--- src/rtl/tc_writeback_pkg.sv ---
// Shared constants for the TotalCoeff writeback path: block index map, fill lengths, FSM encodings.
// Purely declarative; no latency or backpressure of its own.
package tc_writeback_pkg;

  localparam logic [5:0] LUMA_BASE   = 6'd0;
  localparam logic [5:0] CB_BASE     = 6'd18;
  localparam logic [5:0] CR_BASE     = 6'd34;
  localparam logic [5:0] DC_LUMA_IDX = 6'd63;
  localparam logic [5:0] DC_CB_IDX   = 6'd16;
  localparam logic [5:0] DC_CR_IDX   = 6'd17;
  localparam logic [5:0] END_IDX     = 6'd49;

  localparam logic [5:0] FILL_LEN_MB = 6'd48;
  localparam logic [5:0] FILL_LEN_B8 = 6'd12;

  typedef enum logic {
    ST_IDLE = 1'b0,
    ST_FILL = 1'b1
  } state_t;

  typedef enum logic {
    FILL_MB = 1'b0,
    FILL_B8 = 1'b1
  } fill_mode_t;

  // DC codes have no TotalCoeff slot in either RAM; 50..62 are unused codes.
  function automatic logic is_blk_idx(input logic [5:0] idx);
    return (idx != DC_LUMA_IDX) && (idx != DC_CB_IDX) && (idx != DC_CR_IDX) && (idx <= END_IDX);
  endfunction

endpackage

--- src/rtl/tc_writeback_if.sv ---
// CAVLC-side requests into the writeback block and the shared A/B TotalCoeff RAM write port.
// master = upstream driver, slave = tc_writeback.
interface tc_writeback_if;
  logic       tc_valid;
  logic [4:0] TotalCoeff;
  logic       res_0;
  logic [5:0] blk_idx;
  logic [7:0] mb_num_h;
  logic       blk8_zero_req;
  logic [1:0] blk8_idx;
  logic       mb_zero_req;
  logic       TC_wr_n;
  logic [5:0] TC_A_wr_addr;
  logic [12:0] TC_B_wr_addr;
  logic [4:0] TC_din;
  logic       busy;
  logic       fill_done;

  modport master (
    output tc_valid, TotalCoeff, res_0, blk_idx, mb_num_h, blk8_zero_req, blk8_idx, mb_zero_req,
    input  TC_wr_n, TC_A_wr_addr, TC_B_wr_addr, TC_din, busy, fill_done
  );

  modport slave (
    input  tc_valid, TotalCoeff, res_0, blk_idx, mb_num_h, blk8_zero_req, blk8_idx, mb_zero_req,
    output TC_wr_n, TC_A_wr_addr, TC_B_wr_addr, TC_din, busy, fill_done
  );
endinterface

--- src/rtl/tc_fill_idx_gen.sv ---
// Maps (fill mode, quadrant, counter) to the block index of the zero-fill write; combinational, 0 cycles.
// No backpressure: the caller owns sequencing.
module tc_fill_idx_gen
  import tc_writeback_pkg::*;
(
  input  fill_mode_t  i_mode,
  input  logic [1:0]  i_quad,
  input  logic [5:0]  i_cnt,
  output logic [5:0]  o_idx
);

  logic [5:0] w_base;

  always_comb begin
    w_base = LUMA_BASE;
    o_idx  = '0;
    if (i_mode == FILL_MB) begin
      // 16 entries per plane: counter bits [5:4] pick the plane.
      case (i_cnt[5:4])
        2'd0:    w_base = LUMA_BASE;
        2'd1:    w_base = CB_BASE;
        default: w_base = CR_BASE;
      endcase
      o_idx = w_base + {2'b00, i_cnt[3:0]};
    end else begin
      // 4 entries per plane: counter bits [3:2] pick the plane, quadrant selects the group of 4.
      case (i_cnt[3:2])
        2'd0:    w_base = LUMA_BASE;
        2'd1:    w_base = CB_BASE;
        default: w_base = CR_BASE;
      endcase
      o_idx = w_base + {2'b00, i_quad, i_cnt[1:0]};
    end
  end

endmodule

--- src/rtl/tc_writeback.sv ---
// Writes block TotalCoeff (or zero-fills uncoded quadrants/MBs) into the A and B nC RAMs; 1-cycle registered latency.
// No backpressure: tc_valid arriving during a fill waits in a one-entry skid and drains right after the last fill write.
module tc_writeback
  import tc_writeback_pkg::*;
(
  input  logic           clk,
  input  logic           reset_n,
  tc_writeback_if.slave  tif
);

  state_t      r_state, w_state_nxt;
  fill_mode_t  r_mode, w_mode_nxt;
  logic [1:0]  r_quad, w_quad_nxt;
  logic [5:0]  r_cnt, w_cnt_nxt;
  logic [6:0]  r_mbh, w_mbh_nxt;

  logic        r_skid_vld, w_skid_vld_nxt;
  logic [5:0]  r_skid_idx, w_skid_idx_nxt;
  logic [4:0]  r_skid_din, w_skid_din_nxt;
  logic [6:0]  r_skid_mbh, w_skid_mbh_nxt;

  logic        r_wr_n, w_wr_n_nxt;
  logic [5:0]  r_a_addr, w_a_addr_nxt;
  logic [12:0] r_b_addr, w_b_addr_nxt;
  logic [4:0]  r_din, w_din_nxt;
  logic        r_busy, w_busy_nxt;
  logic        r_fill_done, w_fill_done_nxt;

  fill_mode_t  w_gen_mode;
  logic [1:0]  w_gen_quad;
  logic [5:0]  w_gen_cnt;
  logic [5:0]  w_gen_idx;

  logic        w_tc_ok;
  logic [4:0]  w_tc_din;
  logic        w_fill_last;
  logic        w_unused_ok;

  assign w_tc_ok     = tif.tc_valid && is_blk_idx(tif.blk_idx);
  assign w_tc_din    = tif.res_0 ? 5'd0 : tif.TotalCoeff;
  assign w_fill_last = (r_cnt == (((r_mode == FILL_MB) ? FILL_LEN_MB : FILL_LEN_B8) - 6'd1));
  assign w_unused_ok = tif.mb_num_h[7];

  tc_fill_idx_gen u_idx_gen (
    .i_mode (w_gen_mode),
    .i_quad (w_gen_quad),
    .i_cnt  (w_gen_cnt),
    .o_idx  (w_gen_idx)
  );

  always_comb begin
    w_state_nxt     = r_state;
    w_mode_nxt      = r_mode;
    w_quad_nxt      = r_quad;
    w_cnt_nxt       = r_cnt;
    w_mbh_nxt       = r_mbh;
    w_skid_vld_nxt  = r_skid_vld;
    w_skid_idx_nxt  = r_skid_idx;
    w_skid_din_nxt  = r_skid_din;
    w_skid_mbh_nxt  = r_skid_mbh;
    w_wr_n_nxt      = 1'b1;
    w_a_addr_nxt    = '0;
    w_b_addr_nxt    = '0;
    w_din_nxt       = '0;
    w_busy_nxt      = 1'b0;
    w_fill_done_nxt = 1'b0;
    w_gen_mode      = r_mode;
    w_gen_quad      = r_quad;
    w_gen_cnt       = r_cnt;

    case (r_state)
      ST_IDLE: begin
        if (tif.mb_zero_req || tif.blk8_zero_req) begin
          w_state_nxt  = ST_FILL;
          w_mode_nxt   = tif.mb_zero_req ? FILL_MB : FILL_B8;
          w_quad_nxt   = tif.blk8_idx;
          w_mbh_nxt    = tif.mb_num_h[6:0];
          w_cnt_nxt    = 6'd1;
          w_busy_nxt   = 1'b1;
          // First fill write goes out on the next edge, so index it from the request itself.
          w_gen_mode   = w_mode_nxt;
          w_gen_quad   = w_quad_nxt;
          w_gen_cnt    = 6'd0;
          w_wr_n_nxt   = 1'b0;
          w_a_addr_nxt = w_gen_idx;
          w_b_addr_nxt = {tif.mb_num_h[6:0], w_gen_idx};
          if (w_tc_ok) begin
            w_skid_vld_nxt = 1'b1;
            w_skid_idx_nxt = tif.blk_idx;
            w_skid_din_nxt = w_tc_din;
            w_skid_mbh_nxt = tif.mb_num_h[6:0];
          end
        end else if (r_skid_vld) begin
          w_wr_n_nxt     = 1'b0;
          w_a_addr_nxt   = r_skid_idx;
          w_b_addr_nxt   = {r_skid_mbh, r_skid_idx};
          w_din_nxt      = r_skid_din;
          w_skid_vld_nxt = w_tc_ok;
          if (w_tc_ok) begin
            w_skid_idx_nxt = tif.blk_idx;
            w_skid_din_nxt = w_tc_din;
            w_skid_mbh_nxt = tif.mb_num_h[6:0];
          end
        end else if (w_tc_ok) begin
          w_wr_n_nxt   = 1'b0;
          w_a_addr_nxt = tif.blk_idx;
          w_b_addr_nxt = {tif.mb_num_h[6:0], tif.blk_idx};
          w_din_nxt    = w_tc_din;
        end
      end

      ST_FILL: begin
        w_wr_n_nxt   = 1'b0;
        w_a_addr_nxt = w_gen_idx;
        w_b_addr_nxt = {r_mbh, w_gen_idx};
        w_busy_nxt   = 1'b1;
        if (w_tc_ok) begin
          w_skid_vld_nxt = 1'b1;
          w_skid_idx_nxt = tif.blk_idx;
          w_skid_din_nxt = w_tc_din;
          w_skid_mbh_nxt = tif.mb_num_h[6:0];
        end
        if (w_fill_last) begin
          w_cnt_nxt       = 6'd0;
          w_fill_done_nxt = 1'b1;
          w_state_nxt     = ST_IDLE;
        end else begin
          w_cnt_nxt = r_cnt + 6'd1;
        end
      end

      default: w_state_nxt = ST_IDLE;
    endcase
  end

  always_ff @(posedge clk or negedge reset_n) begin
    if (!reset_n) begin
      r_state     <= ST_IDLE;
      r_mode      <= FILL_MB;
      r_quad      <= '0;
      r_cnt       <= '0;
      r_mbh       <= '0;
      r_skid_vld  <= 1'b0;
      r_skid_idx  <= '0;
      r_skid_din  <= '0;
      r_skid_mbh  <= '0;
      r_wr_n      <= 1'b1;
      r_a_addr    <= '0;
      r_b_addr    <= '0;
      r_din       <= '0;
      r_busy      <= 1'b0;
      r_fill_done <= 1'b0;
    end else begin
      r_state     <= w_state_nxt;
      r_mode      <= w_mode_nxt;
      r_quad      <= w_quad_nxt;
      r_cnt       <= w_cnt_nxt;
      r_mbh       <= w_mbh_nxt;
      r_skid_vld  <= w_skid_vld_nxt;
      r_skid_idx  <= w_skid_idx_nxt;
      r_skid_din  <= w_skid_din_nxt;
      r_skid_mbh  <= w_skid_mbh_nxt;
      r_wr_n      <= w_wr_n_nxt;
      r_a_addr    <= w_a_addr_nxt;
      r_b_addr    <= w_b_addr_nxt;
      r_din       <= w_din_nxt;
      r_busy      <= w_busy_nxt;
      r_fill_done <= w_fill_done_nxt;
    end
  end

  assign tif.TC_wr_n      = r_wr_n;
  assign tif.TC_A_wr_addr = r_a_addr;
  assign tif.TC_B_wr_addr = r_b_addr;
  assign tif.TC_din       = r_din;
  assign tif.busy         = r_busy;
  assign tif.fill_done    = r_fill_done;

endmodule

--- src/flat_wrapper.sv ---
// flat-port wrapper written by rule: the top's interface ports become plain ports
module tc_writeback_flat import tc_writeback_pkg::*;
  (clk, reset_n, tif_tc_valid, tif_TotalCoeff, tif_res_0, tif_blk_idx, tif_mb_num_h, tif_blk8_zero_req, tif_blk8_idx, tif_mb_zero_req, tif_TC_wr_n, tif_TC_A_wr_addr, tif_TC_B_wr_addr, tif_TC_din, tif_busy, tif_fill_done);
  tc_writeback_if tif_i ();
  input  logic clk;
  input  logic reset_n;
  input wire logic [$bits(tif_i.tc_valid)-1:0] tif_tc_valid;
  input wire logic [$bits(tif_i.TotalCoeff)-1:0] tif_TotalCoeff;
  input wire logic [$bits(tif_i.res_0)-1:0] tif_res_0;
  input wire logic [$bits(tif_i.blk_idx)-1:0] tif_blk_idx;
  input wire logic [$bits(tif_i.mb_num_h)-1:0] tif_mb_num_h;
  input wire logic [$bits(tif_i.blk8_zero_req)-1:0] tif_blk8_zero_req;
  input wire logic [$bits(tif_i.blk8_idx)-1:0] tif_blk8_idx;
  input wire logic [$bits(tif_i.mb_zero_req)-1:0] tif_mb_zero_req;
  output wire logic [$bits(tif_i.TC_wr_n)-1:0] tif_TC_wr_n;
  output wire logic [$bits(tif_i.TC_A_wr_addr)-1:0] tif_TC_A_wr_addr;
  output wire logic [$bits(tif_i.TC_B_wr_addr)-1:0] tif_TC_B_wr_addr;
  output wire logic [$bits(tif_i.TC_din)-1:0] tif_TC_din;
  output wire logic [$bits(tif_i.busy)-1:0] tif_busy;
  output wire logic [$bits(tif_i.fill_done)-1:0] tif_fill_done;
  assign tif_i.tc_valid = tif_tc_valid;
  assign tif_i.TotalCoeff = tif_TotalCoeff;
  assign tif_i.res_0 = tif_res_0;
  assign tif_i.blk_idx = tif_blk_idx;
  assign tif_i.mb_num_h = tif_mb_num_h;
  assign tif_i.blk8_zero_req = tif_blk8_zero_req;
  assign tif_i.blk8_idx = tif_blk8_idx;
  assign tif_i.mb_zero_req = tif_mb_zero_req;
  assign tif_TC_wr_n = tif_i.TC_wr_n;
  assign tif_TC_A_wr_addr = tif_i.TC_A_wr_addr;
  assign tif_TC_B_wr_addr = tif_i.TC_B_wr_addr;
  assign tif_TC_din = tif_i.TC_din;
  assign tif_busy = tif_i.busy;
  assign tif_fill_done = tif_i.fill_done;
  tc_writeback u_core (.clk(clk), .reset_n(reset_n), .tif(tif_i));
endmodule
--- config.mk ---
export PLATFORM = sky130hd
export DESIGN_NAME = tc_writeback_flat
export DESIGN_NICKNAME = d
export VERILOG_FILES = /design/src/rtl/tc_writeback_pkg.sv /design/src/rtl/tc_writeback_if.sv /design/src/rtl/tc_fill_idx_gen.sv /design/src/rtl/tc_writeback.sv /design/src/flat_wrapper.sv
export SDC_FILE = /design/constraint.sdc
export NUM_CORES = 1
export LEC_CHECK = 0
export ABC_AREA = 1
export BUFFER_PORTS_ARGS = -buffer_cell sky130_fd_sc_hd__buf_4
export CAP_MARGIN = 0
export CORE_ASPECT_RATIO = 1.5
export CORE_MARGIN = 2
export CORE_UTILIZATION = 50
export DETAILED_ROUTE_END_ITERATION = 12
export GPL_ROUTABILITY_DRIVEN = 0
export PLACE_DENSITY = 0.77
export SYNTH_ARGS = -nofsm -noshare
export SYNTH_HDL_FRONTEND = slang
export SYNTH_HIERARCHICAL = 1
export SYNTH_SLANG_ARGS = --single-unit
--- constraint.sdc ---
create_clock -name clk -period 2.56 [get_ports clk]
set_input_delay 0.256 -clock clk [delete_from_list [all_inputs] [get_ports clk]]
set_output_delay 0.256 -clock clk [all_outputs]
set_load 0.01 [all_outputs]
* Yosys cells after proc, flatten, opt, wreduce, memory -nomap -nowiden
Index checks and enable logic that the tools add are counted.
Word-level totals: input bits 27, word-level logic and storage cells 92, output and inout port bits 27, bits in registers 63
Cells by class: add/subtract/negate cells 4, magnitude comparators 1, muxes and demuxes 55, bitwise gates (word level) 1, equal/unequal tests 8, reduce and logical (&&, ||, !) cells 8
Operator list (count):
- 6-bit two-way mux | 14
- 6-bit case mux with 2 select lines | 5
- 5-bit two-way mux | 8
- 13-bit two-way mux | 3
- 13-bit case mux with 2 select lines | 1
- 7-bit two-way mux | 3
- 7-bit case mux with 2 select lines | 1
- 1-bit two-way mux | 13
- 6-bit by 4-bit adder with 6-bit output | 2
- 6-bit by 5-bit inequality test with 1-bit output, second input constant | 2
- 5-bit case mux with 2 select lines | 1
- 1-bit case mux with 2 select lines | 4
- 6-bit by 1-bit adder with 6-bit output, second input constant | 1
- 6-bit == test | 1
- 6-bit less-or-equal comparator, second input constant | 1
- 6-bit inequality test, second input constant | 1
- 6-bit by 1-bit subtractor with 6-bit output, second input constant | 1
- 2-bit by 1-bit == test with 1-bit output, second input constant | 2
- 1-bit logical AND | 4
- 2-bit zero test | 2
- 2-bit two-way mux | 2
- 3-bit by 1-bit inequality test with 1-bit output, second input constant | 1
- 2-bit by 1-bit inequality test with 1-bit output, second input constant | 1
- 2-bit AND reduction | 1
- other kinds (2) | 2

* Logic depth before layout (Yosys ltp)
word-level depth 10, mapped depth 16, gate-level depth less buffers 15

* Cells and area by module
The synthesis kept the hierarchy.
Modules (own cells, without submodules):
- tc_writeback | times used 1, area each 2691.3 um^2, seq. area each 1427.6 um^2, cells an instance 323
- tc_fill_idx_gen | times used 1, area each 231.5 um^2, seq. area each 0.0 um^2, cells an instance 47

* Least setup slack after synthesis
Ideal clock, no wire load.
kind register -> register, from register u_core.r_state, to register u_core.r_b_addr[3] (netlist: u_core/tif.TC_B_wr_addr[3]), slack 0.486 ns, library setup time 0.077 ns, required time 2.483 ns, period minus slack after synthesis 2.074 ns, cell stages (with the launch flop) 14, arrival time 1.996 ns, buffers on the path 1, path through dfrtp_1 inv_2 nand2_1 inv_2 buf_2 nor2_1 or2_2 ha_1 ha_1 nand2_1 nand2_1 o22ai_1 nor2_1 a21oi_1
Between the ends: word-level cells in the longest chain between the ends 8, elaborated cells between the ends (all ways) 17, classes of those cells 2 x add/sub; 2 x eq/ne; 10 x mux; 1 x bitwise; 2 x reduce/logical
Ends and longest elaborated chain:
- from (decl) | RTL line tc_writeback.sv:11 | state_t r_state, w_state_nxt;
- from (signal assigned) | RTL line tc_writeback.sv:154 | r_state <= w_state_nxt;
- 6-bit two-way mux * | RTL line tc_writeback.sv:71 | case (r_state)
- net u_core.w_gen_cnt[5] | RTL line tc_writeback.sv:31 | logic [5:0] w_gen_cnt;
- 2-bit by 1-bit == test with 1-bit output / 2-bit zero test (equally long branches) | RTL line tc_fill_idx_gen.sv:19 | case (i_cnt[5:4])
- 6-bit case mux with 2 select lines * | RTL line tc_fill_idx_gen.sv:19
- 6-bit two-way mux * | RTL line tc_fill_idx_gen.sv:17 | if (i_mode == FILL_MB) begin
- 6-bit by 4-bit adder with 6-bit output * | RTL line tc_fill_idx_gen.sv:24 | o_idx = w_base + {2'b00, i_cnt[3:0]};
- 6-bit two-way mux * | RTL line tc_fill_idx_gen.sv:17
- net u_core.w_gen_idx[3] | RTL line tc_writeback.sv:32 | logic [5:0] w_gen_idx;
- 13-bit two-way mux | RTL line tc_writeback.sv:73 | if (tif.mb_zero_req || tif.blk8_zero_req) begin
- 13-bit case mux with 2 select lines * | RTL line tc_writeback.sv:71
- to (signal assigned) | RTL line tc_writeback.sv:165 | r_b_addr <= w_b_addr_nxt;
- to (decl) | RTL line tc_writeback.sv:24 | logic [12:0] r_b_addr, w_b_addr_nxt;
The timed path passes the listed nets; every way through them passes the cells marked *. The select of a mux whose other input is x is not followed. A chain may end at the register's enable or synchronous reset.

* Final worst setup path
Ends and elaborated chain as after synthesis.

==> results.md <==
- Status: finished, final reports clean
- Antenna-violating nets left: 0
- Drt pass-1 iters: 4
- Inserted Clock Buffers: 9
- #FFs+latches synth: 57
- Share of cells above drive strength 1: between 10% and 20%
- Unrepaired setup endpoints after global routing: false
- Placed Cells: 474
- Critical Path Start Type: flip-flop
- Critical Path AT: around 2.6 ns
- Boundary pin count: 54
- Peak supply drop: approximately 0.29 mV
- First-pass GRT wire length: roughly 10 mm
- Diode count: 0
- Die Y: 97.6 um
- Post-synthesis sequential area ratio: 48.8%
- Synth Cell Area: slightly below 0.003 sq mm
- Library cells used by synthesis: 26
- Switching share of power: 25.9%
- Final Util: 59.8%
- Crit share post-route: about nine tenths
- Fill cell count: between 500 and 600
- Crit path kind: flip-flop to flip-flop
- Layout area overhead: 17.6%
- Slew Limit Fails: 0
- NetSw: 0.466 mW
- Post-Syn Area per Cell: 7.90 sq um
- Final Hold Viols: 0
- Insertion delay to the later sink of the worst-skew pair: 0.34 ns
- TNS Setup: 0 ns
- P per Cell Area: 524 mW/mm^2
- Leak pwr: 1.81 nW
- Combinational share of power: 7.7%
- PortBufs: 52
- CP Capture Type: flip-flop
- Int Pwr: 1.33 mW
- Fin Hold WS: 0.156 ns
- Critical Path RT: approximately 2.8 ns
- Top_reg_cell synth: dfrtp_1
- HPWL Detailed: 4.09 mm
- Min Clock Period, post-route: 2.31 ns
- Die ar.: around 0.0065 sq mm
- Via/cell ratio: 5.08
- H-tree level count: 3
- Post-layout nets: 446
- EDFF count, synth: 0
- Post-Layout Cell Count: 491
- Clock skew: 0.00752 ns
- Clock power frac: 39.4%
- DRC violations left: 0
- Max Cap Violations: 0
- Core area: 0.00574 sq mm
- Slew margin rel.: 53.7%
- Overall Global Routing Usage: 20.6%
- Final setup vio count: 0
- Post-Syn Instances: between 300 and 400
- DR WL/cell: 12.4 um
- Flop pwr share: 52.9%
- Highest clock rate: about 0.43 GHz
- Total power: 1.80 mW
- Largest net degree at the start of global routing: 58
- CP Max Fanout: 13
- Clock transition at the registers of the reported paths: 0.07 ns
- CTS tree: built
- Sink Count: 57
- Initial Utilization: 50.9%
- Syn nets: 402
- Total gr overflow: 0
- Initial antenna violation count: 0
- DR iter-0 viols: 195
- Cell row count: 34
- Routed vias: 2495
- Async set or reset register ratio after synthesis: 100%
- Post-CTS Setup Bufs: 0
- Worst slew pin tran: 0.694 ns
- Number of global-route vias before repair: 2344
- YS warnings: 6
- Total Wirelength: ~6.1 mm
- HP Class: input port to flip-flop
- Max clock buf depth: 2
- CTS root buf: clkbuf_8
- Die width: 66.4 um
stage by stage:
stage          instance area [sq um]  setup WS (ns)
6_report                        3440          0.252
2_1_floorplan                   2920          0.486
3_3_place_gp                    3260          0.366
5_1_grt                         3440         0.0637
3_5_place_dp                    3260          0.300
4_1_cts                         3440          0.276
area by class of cell:
class / count / area [sq um] / area share (%)
Clock inverter: 6 / 35.0 / 1.02
Sequential cell: 57 / 1430 / 41.6
Tap cell: 72 / 90.1 / 2.62
Clock buffer: 10 / 128 / 3.71
Inverter: 48 / 180 / 5.24
Timing Repair Buffer: 57 / 430 / 12.5
Multi-Input combinational cell: 241 / 1140 / 33.3
repair_timing:
| action | in CTS | in global routing |
|---|---|---|
| gates resized for setup | 0 | 0 |
| hold buffers | 1 | 0 |
| hold endpoints to repair | 56 | 0 |
cell usage in the layout, fill, tap and decap left out, drive strengths merged, types with 2 or more instances in the layout:
master and instances:
clkbuf 10, o22ai 4, nand3 26, a21oi 20, xor2 3, buf 56
nor2 34, nand2 98, ha 5, clkinv 4, nand3b 5, dfrtp 56
clkinvlp 2, inv 48, o21ai 44
per-layer routing:
metal | vias up | track usage, % | part of all wire (%)
met5 | - | 0 | 0
met4 | 0 | 10.4 | 2.2
met3 | 14 | 4.63 | 3.7
met2 | 53 | 33.8 | 53
met1 | 1182 | 24.6 | 41
li1 | 1246 | - | -
Yosys cell counts, types with 2 or more instances:
cell type | count | area share, %
nand2_1 | 96 | 12
dfrtp_1 | 56 | 48
inv_1 | 44 | 5.7
nor2_1 | 32 | 4.1
o21ai_0 | 25 | 4.3
nand3_1 | 24 | 4.1
a21oi_1 | 20 | 3.4
o21ai_1 | 19 | 3.3
buf_4 | 8 | 2.1
buf_2 | 7 | 1.2
ha_1 | 5 | 2.1
nand3b_1 | 5 | 1.3
buf_6 | 4 | 1.5
clkbuf_1 | 4 | 0.51
inv_2 | 4 | 0.51
o22ai_1 | 4 | 0.86
xor2_1 | 3 | 0.90
nand2_2 | 2 | 0.43
logic make-up after synthesis:
kind of cell | Yosys count | synth area share [%]
simple gates | 164 | 24.0
buf+inv | 72 | 12.0
compound gates | 68 | 11.8
flops | 57 | 48.8
fa+ha+maj | 5 | 2.14
xor+xnor | 4 | 1.20
registers in the layout (all words and copies together), names as in the netlist, 2 cells and up:
register,flops
u_core/tif.TC_B_wr_addr,13
u_core/r_mbh,7
u_core/r_skid_mbh,7
u_core/r_cnt,6
u_core/r_skid_idx,6
u_core/r_skid_din,5
u_core/tif.TC_din,5
u_core/r_quad,2
power groups by stage:
stage / sequential, mW / clock (mW) / combinational [mW]
2_1_floorplan: 0.964 / 0 / 0.0821
3_3_place_gp: 0.967 / 0 / 0.135
3_5_place_dp: 0.968 / 0 / 0.139
4_1_cts: 0.952 / 0.734 / 0.140
5_1_grt: 0.955 / 0.764 / 0.156
6_report: 0.952 / 0.710 / 0.138
worst max-delay path, stage by stage, from the launching register on:
cell,delay (ns)
dfrtp_1,0.44
inv_2,0.21
nand2_1,0.15
inv_2,0.14
nor2_1,0.06
or2_2,0.32
ha_1,0.22
ha_1,0.20
nand2_1,0.09
nand2_1,0.05
o22ai_1,0.17
nor2_1,0.07
a21oi_1,0.12
worst paths after layout:
| check | from | to | slack [ns] | cells after the start |
|---|---|---|---|---|
| hold reg to reg | u_core/r_skid_din[3] | u_core/r_skid_din[3] | 0.49 | 2 |
| setup / recovery | u_core/r_state | u_core/tif.TC_B_wr_addr[3] | 0.25 | 12 |
| setup reg to reg | u_core/r_state | u_core/tif.TC_B_wr_addr[3] | 0.25 | 12 |
| hold / removal | tif_mb_num_h[4] | u_core/r_mbh[4] | 0.16 | 3 |
| min in group asynchronous | reset_n | u_core/tif.TC_B_wr_addr[10] | 0.51 | 2 |
| max in group asynchronous | reset_n | u_core/tif.busy | 1.59 | 2 |
(Power assumes the default switching activity.)
